$ cat src/rtl/bin_to_gray_counter.sv
// Binary-to-Gray encoder: up/down Gray counter with load (CDC pointer
// generator) plus an independent registered 1-cycle binary-to-Gray converter.
//
// Ports:
//   clk        rising-edge clock
//   rst        synchronous active-high reset
//   en         counter step enable
//   up_down    step direction, 1 = increment, 0 = decrement
//   load       synchronous counter load from load_bin (wins over en)
//   load_bin   binary value to load
//   bin_count  registered binary counter value
//   gray_count registered Gray encoding of bin_count (same edge, no skew)
//   gray_next  combinational Gray value the counter takes at the next edge
//   wrap       registered one-cycle pulse when a step wraps around
//   in_valid   converter input qualifier
//   in_bin     converter binary input
//   out_valid  converter output qualifier (in_valid delayed one cycle)
//   out_gray   Gray encoding of the last accepted in_bin
module bin_to_gray_counter #(
    parameter int WIDTH = 4
) (
    input  logic             clk,
    input  logic             rst,
    input  logic             en,
    input  logic             up_down,
    input  logic             load,
    input  logic [WIDTH-1:0] load_bin,
    output logic [WIDTH-1:0] bin_count,
    output logic [WIDTH-1:0] gray_count,
    output logic [WIDTH-1:0] gray_next,
    output logic             wrap,
    input  logic             in_valid,
    input  logic [WIDTH-1:0] in_bin,
    output logic             out_valid,
    output logic [WIDTH-1:0] out_gray
);

    function automatic logic [WIDTH-1:0] enc(input logic [WIDTH-1:0] b);
        return b ^ (b >> 1);
    endfunction

    logic [WIDTH-1:0] r_bin;
    logic [WIDTH-1:0] r_gray;
    logic             r_wrap;
    logic             r_out_valid;
    logic [WIDTH-1:0] r_out_gray;

    logic [WIDTH-1:0] w_bin_inc;
    logic [WIDTH-1:0] w_bin_dec;
    logic [WIDTH-1:0] w_bin_step;
    logic             w_at_max;
    logic             w_at_min;
    logic             w_step_wraps;
    logic [WIDTH-1:0] w_gray_load;
    logic [WIDTH-1:0] w_gray_step;

    // Step datapath; arithmetic is naturally modulo 2^WIDTH.
    assign w_bin_inc    = r_bin + WIDTH'(1);
    assign w_bin_dec    = r_bin - WIDTH'(1);
    assign w_bin_step   = up_down ? w_bin_inc : w_bin_dec;
    assign w_at_max     = &r_bin;
    assign w_at_min     = ~|r_bin;
    assign w_step_wraps = up_down ? w_at_max : w_at_min;

    assign w_gray_load  = enc(load_bin);
    assign w_gray_step  = enc(w_bin_step);

    // Look-ahead of the counter's next Gray value, same priority as the
    // register update so it always matches gray_count one edge later.
    always_comb begin
        w_gray_next_mux: begin
            gray_next = r_gray;
            if (rst)
                gray_next = '0;
            else if (load)
                gray_next = w_gray_load;
            else if (en)
                gray_next = w_gray_step;
        end
    end

    always_ff @(posedge clk) begin
        if (rst) begin
            r_bin  <= '0;
            r_gray <= '0;
            r_wrap <= 1'b0;
        end else if (load) begin
            r_bin  <= load_bin;
            r_gray <= w_gray_load;
            r_wrap <= 1'b0;
        end else if (en) begin
            r_bin  <= w_bin_step;
            r_gray <= w_gray_step;
            r_wrap <= w_step_wraps;
        end else begin
            r_wrap <= 1'b0;
        end
    end

    // Converter path: out_gray only updates on accepted words.
    always_ff @(posedge clk) begin
        if (rst) begin
            r_out_valid <= 1'b0;
            r_out_gray  <= '0;
        end else begin
            r_out_valid <= in_valid;
            if (in_valid)
                r_out_gray <= enc(in_bin);
        end
    end

    assign bin_count  = r_bin;
    assign gray_count = r_gray;
    assign wrap       = r_wrap;
    assign out_valid  = r_out_valid;
    assign out_gray   = r_out_gray;

endmodule

$ cat config.mk
export PLATFORM = sky130hd
export DESIGN_NAME = bin_to_gray_counter
export DESIGN_NICKNAME = d
export VERILOG_FILES = /design/src/rtl/bin_to_gray_counter.sv
export SDC_FILE = /design/constraint.sdc
export NUM_CORES = 1
export LEC_CHECK = 0
export CAP_MARGIN = 20
export CORE_ASPECT_RATIO = 1.4
export CORE_MARGIN = 2
export CORE_UTILIZATION = 40
export CTS_CLUSTER_SIZE = 24
export DETAILED_ROUTE_END_ITERATION = 10
export HOLD_SLACK_MARGIN = 0.12
export PLACE_DENSITY = 0.88
export SLEW_MARGIN = 0
export SYNTH_ARGS = -nofsm -noshare
export SYNTH_HDL_FRONTEND = slang
export SYNTH_SLANG_ARGS = --single-unit
export TNS_END_PERCENT = 20
$ cat constraint.sdc
create_clock -name clk -period 4.5 [get_ports clk]
set_input_delay 0.9 -clock clk [delete_from_list [all_inputs] [get_ports clk]]
set_output_delay 0.9 -clock clk [all_outputs]
set_load 0.02 [all_outputs]
==> impl_metrics.py, run 1 <==
metrics = {
    "run_status": {
        "outcome": "finished clean",
    },
    "logic_synthesis": {
        "async_reset_ff_share_pct": 0,
        "ys_warn_count": 0,
        "synth_cells": 85,
        "synth_edf_count": 0,
        "yosysSeqAreaShare_pct": 37.1,
        "ys_types": 27,
        "syn-mean-instance-area_um2": 8.88,
        "netlist_area_um2": 754,
        "yosysTopAreaCell": "dfxtp_1",
        "synth_flop_cell": "dfxtp_1",
        "syn_nets": 102,
        "ys_ff_latch": 14,
        "synth_commonest_cells": "14 x dfxtp_1, 14 x nor2_1, 9 x xnor2_1",
        "yosysTopAreaCellShare_pct": 37.1,
        "synthTopCellsByArea": "dfxtp_1 37%, xnor2_1 10%, nor2_1 7.0%, a21oi_1 5.3%, a211oi_1 5.0%",
    },
    "critical_path": {
        "crit_path_end_kind": "primary output",
        "cp.arrival_ns": 3.40,
        "required_ns": 3.60,
        "startpoint": "up_down",
        "cp_max_fo": 4,
        "crit_type": "in2out",
        "worstReg2RegStart": "bin_count[0]",
        "startpoint_type": "input port",
    },
    "die": {
        "die_w_um": 40.7,
        "core_um2": 1780,
        "die_h_um": 55.4,
        "io_pins": 32,
        "initial_utilization_pct": 42.4,
        "die_area_um2": 2250,
        "rows": 18,
    },
    "detailed_routing": {
        "totalWireLength_um": 1750,
        "ant_nets": 0,
        "vias": 704,
        "wl_per_cell_um": 13.0,
        "vias_per_cell": 5.25,
        "drtIter0Drc": 10,
        "drt_pass1_iterations": 4,
        "drc": 0,
    },
    "sta": {
        "worst_slack_ns": 0.205,
        "tightest_slew_ns": 0.507,
        "rsz0062_at_grt": "no",
        "whs_ns": 0.499,
        "finClkSkew_ns": 0.00112,
        "finalMaxSlewViolations": 0,
        "setup_tns_ns": 0,
        "setup_violations": 0,
        "relSlewSlack_pct": 66.1,
        "clock.fmax_ghz": 0.233,
        "hold_viol_final": 0,
        "fin_crit_ns": 4.30,
        "fin_crit_sh_pct": 95.5,
    },
    "global_route": {
        "grt.overflow.total": 0,
        "grt_pass1_vias": 738,
        "grtUsageTotal_pct": 18.8,
        "grt_pass1_wl_um": 3000,
        "antenna_found_initial": 0,
        "grt_max_degree": 16,
    },
    "cells_and_area": {
        "syn2layout_area_growth_pct": 45.4,
        "final_nets": 133,
        "final_core_util_pct": 61.7,
        "antennaDiodeCount": 0,
        "drive_gt1_share_pct": 7.02,
    },
    "clock_network": {
        "cts-root-buf": "clkbuf_4",
        "clk_path_buf_depth": 2,
        "cts_sinks": 14,
        "numCtsBuffers": 3,
        "insertion_delay_ns": 0.28,
        "path_clk_slew_ns": 0.07,
        "cts_tree": "done",
        "h-tree-depth": 1,
    },
    "hold_path": {
        "hp-class": "reg2reg",
        "holdCritStartpoint": "out_gray[2]",
    },
    "place": {
        "post-dp-hpwl_um": 1350,
        "numPortBuffers": 31,
        "post-place-ws_ns": 0.131,
        "place_congestion": 0.778,
    },
    "power": {
        "p_leak_nw": 0.442,
        "ir_drop_uv": 208,
        "p_total_w": 0.000337,
        "pwr_density_cell_nw_per_um2": 307,
    },
    "flow_run": {
        "max-cap-violations": 0,
    },
}
==> report_power, final <==
part	switching [W]	internal (W)
combinational	0.0000590	0.0000658
clock	0.0000382	0.0000311
sequential	0.00000898	0.000134
total	0.000106	0.000231
==> worst paths after layout <==
kind | to | slack (ns) | cells after the start
min | out_gray[2] | 0.50 | 2
max reg2reg | gray_count[1] | 2.53 | 6
min reg2reg | out_gray[2] | 0.50 | 2
max | gray_next[1] | 0.20 | 8
==> what timing repair did <==
item                                   4_1_cts  5_1_grt
hold buffers                                 0        0
gates resized for setup                      0        2
setup endpoints to repair                    0        2
setup buffers                                0        0
endpoints found under the hold margin        0        0
==> stage by stage <==
step / instance area [um^2] / std cells
3_3_place_gp: 1060 / 131
6_report: 1100 / 134
3_5_place_dp: 1060 / 131
5_1_grt: 1100 / 134
2_1_floorplan: 754 / 85
4_1_cts: 1090 / 134
==> final cells by class <==
type / count / area (um^2)
Timing Repair Buffer: 31 / 313
Tap cell: 20 / 25.0
Inverter: 4 / 15.0
Multi-Input combinational cell: 62 / 442
Sequential cell: 14 / 280
Fill cell: 151 / 682
Clock buffer: 3 / 22.5
==> cell usage in the layout (no fill, tap or decap) <==
cell type / n
a211o_1: 1
a211oi_1: 5
a21oi_1: 8
a221oi_1: 1
a31oi_1: 2
and3_2: 1
clkbuf_4: 3
clkdlybuf4s50_1: 30
dfxtp_1: 14
dlymetal6s2s_1: 1
fa_1: 1
ha_1: 2
inv_1: 4
mux2_2: 1
mux2i_1: 2
nand2_1: 5
nand3_2: 1
nand4_1: 1
nor2_1: 14
nor2b_1: 1
nor3_1: 1
nor4_1: 2
o21ai_1: 1
xnor2_1: 8
xnor2_2: 2
xnor3_1: 1
xor2_1: 1
==> sequential cells by signal, indices dropped and copies added, names as in the netlist <==
register,flops
bin_count,4
gray_count,4
out_gray,4
out_valid,1
wrap,1
==> kinds of logic (layout without fill, tap and decap cells) <==
kind of cell	after synthesis	count (layout)	synth area share (%)
and+or+nand+nor	26	26	15.8
AOI/OAI and AO/OA	18	18	14.9
DFF	14	14	37.1
xor gates and xnor gates	12	12	16.8
buffers and inverters	9	38	5.31
adders and majority gates	3	3	5.97
muxes	3	3	4.15
==> worst max-delay path: stages <==
cell	delay, ns
clkdlybuf4s50_1	0.57
inv_1	0.12
ha_1	0.38
xnor2_2	0.22
xnor2_1	0.14
nand2_1	0.06
a221oi_1	0.34
clkdlybuf4s50_1	0.67
==> metal layers <==
layer  routed length [um]  GRT usage (%)
met5                    0              0
met4                   29           9.05
met2                  925           30.6
met1                  689           21.1
met3                  104           4.82
Note: power is estimated with default switching activity, not from simulation.
==> inputs of run 2 (changes only) <==
Settings changed: CAP_MARGIN 20 to unset, CORE_ASPECT_RATIO 1.4 to unset, CORE_UTILIZATION 40 to 44, PLACE_DENSITY 0.88 to 0.95.
==> run 2 against run 1 <==
  * Die area fell by 8.5%
  * Combinational power barely moved
  * Final cell count fell by 1.5%
  * Sequential power barely moved
  * Flip-flop and latch count did not move
  * First-iteration DRC count fell by 20%
  * Design area rose by 1.0%
  * Utilization rose by 9.4 points
  * Critical path depth did not move
  * Largest power group unchanged
  * Highest routed layer unchanged
==> impl_metrics.py, run 2 (same netlist as run 1, synthesis figures left out) <==
metrics = {
    "run_status": {
        "outcome": "finished clean",
    },
    "die": {
        "die_area_um2": 2060,
        "rows": 14,
        "die_h_um": 45.4,
        "core_um2": 1560,
        "io_pins": 32,
        "initial_utilization_pct": 48.4,
        "die_w_um": 45.4,
    },
    "place": {
        "place_congestion": 0.857,
        "post-dp-hpwl_um": 1360,
        "post-place-ws_ns": 0.0505,
        "numPortBuffers": 31,
    },
    "clock_network": {
        "ctsHoldBuffers": 0,
        "numCtsBuffers": 3,
        "h-tree-depth": 1,
        "cts_tree": "done",
        "clk_path_buf_depth": 2,
        "cts_sinks": 14,
        "path_clk_slew_ns": 0.08,
        "post_cts_resized": 0,
        "post_cts_buffers": 0,
        "insertion_delay_ns": 0.28,
        "cts-root-buf": "clkbuf_4",
    },
    "hold_path": {
        "holdCritStartpoint": "out_gray[2]",
        "hp-class": "reg2reg",
        "holdPathEnd": "out_gray[2]",
        "min_path_cells": 2,
    },
    "critical_path": {
        "worstReg2RegStart": "bin_count[0]",
        "cp_max_fo": 4,
        "crit_chain": "clkdlybuf4s50_1 > inv_1 > ha_1 > a21oi_1 > and3_2 > o21ai_1 > a31oi_1 > clkdlybuf4s50_1",
        "path_delay_family": "buffers and inverters",
        "crit_path_end_kind": "primary output",
        "cp.depth": 8,
        "reg2regPathDepth": 6,
        "reg2reg_to": "gray_count[1]",
        "crit_type": "in2out",
        "path_buf_inv": 3,
        "cp.arrival_ns": 3.32,
        "crit_top_cell": "clkdlybuf4s50_1",
        "critical_path.max_stage_delay_ns": 0.64,
        "required_ns": 3.60,
        "r2r_slack_ns": 2.49,
        "startpoint_type": "input port",
        "slowest_stage": "clkdlybuf4s50_1",
    },
    "detailed_routing": {
        "drt_pass1_iterations": 4,
        "ant_nets": 0,
        "drtIter0Drc": 8,
        "drc": 0,
        "wl_per_cell_um": 13.1,
        "vias_per_cell": 5.44,
        "vias": 718,
        "totalWireLength_um": 1720,
    },
    "sta": {
        "setup_violations": 0,
        "fin_crit_sh_pct": 93.9,
        "hold_viol_final": 0,
        "whs_ns": 0.492,
        "finClkSkew_ns": 0.00244,
        "rsz0062_at_grt": "no",
        "worst_slack_ns": 0.275,
        "finalMaxSlewViolations": 0,
        "tightest_slew_ns": 0.541,
        "fin_crit_ns": 4.22,
        "setup_tns_ns": 0,
        "relSlewSlack_pct": 63.8,
        "clock.fmax_ghz": 0.237,
    },
    "flow_run": {
        "max-cap-violations": 0,
    },
    "power": {
        "pwr_density_cell_nw_per_um2": 318,
        "p_leak_nw": 0.462,
        "p_total_w": 0.000352,
        "ir_drop_uv": 264,
    },
    "cells_and_area": {
        "final_nets": 134,
        "fillers": 119,
        "multi_input_area_um2": 434,
        "syn2layout_area_growth_pct": 46.9,
        "final_core_util_pct": 71.1,
        "antennaDiodeCount": 0,
        "drive_gt1_share_pct": 7.76,
        "regArea_um2": 280,
        "final_common_cell": "clkdlybuf4s50_1",
        "final_cell_mix": "29 x clkdlybuf4s50_1, 14 x nor2_1, 14 x dfxtp_1",
    },
    "global_route": {
        "grt.overflow.total": 0,
        "grt_pass1_vias": 651,
        "antenna_found_initial": 0,
        "grt_max_degree": 16,
        "grt_pass1_wl_um": 2640,
        "grtUsageTotal_pct": 18.2,
    },
}
## run 2: metal layers
metal / global-route usage, % / wire length, um / vias to the layer above
met5: 0 / 0 / -
met4: 3.53 / 13 / 0
met3: 7.14 / 121 / 2
met2: 30.1 / 881 / 30
met1: 22.4 / 707 / 331
li1: - / - / 355
## run 2: how the worst max path moves through the flow
stage | startpoint | to | slack (ns)
6_report | up_down | gray_next[3] | 0.28
5_1_grt | up_down | gray_next[3] | 0.09
4_1_cts | up_down | gray_next[1] | 0.03
3_5_place_dp | up_down | gray_next[1] | 0.05
3_3_place_gp | up_down | gray_next[1] | 0.19
2_1_floorplan | up_down | gray_next[1] | 1.15
## run 2: worst min-delay path: stages, from the launching register on
cell      delay (ns)
dfxtp_1         0.31
nor2_1          0.08
a211oi_1        0.06
## run 2: power by group
group / internal (W) / switching, W / total, W
combinational: 0.0000646 / 0.0000582 / 0.000123
sequential: 0.000134 / 0.00000817 / 0.000142
clock: 0.0000492 / 0.0000382 / 0.0000874
## run 2: final cells by class
class	instances	share of cell area, %
Clock buffer	4	3.27
Tap cell	16	1.81
Inverter	4	1.35
Sequential cell	14	25.3
Timing Repair Buffer	32	29.1
Multi-Input combinational cell	62	39.2
## run 2: metrics by stage
step | cells | cell area (um^2)
after floorplan | 85 | 754
after global placement | 128 | 1070
after detailed placement | 128 | 1070
after CTS | 132 | 1100
after global routing | 132 | 1110
final | 132 | 1110
==> inputs of run 3 (changes only) <==
Settings changed: GPL_ROUTABILITY_DRIVEN set to 1.
==> results of run 3 <==
Final layout, timing and power as in run 2 (identical DEF).
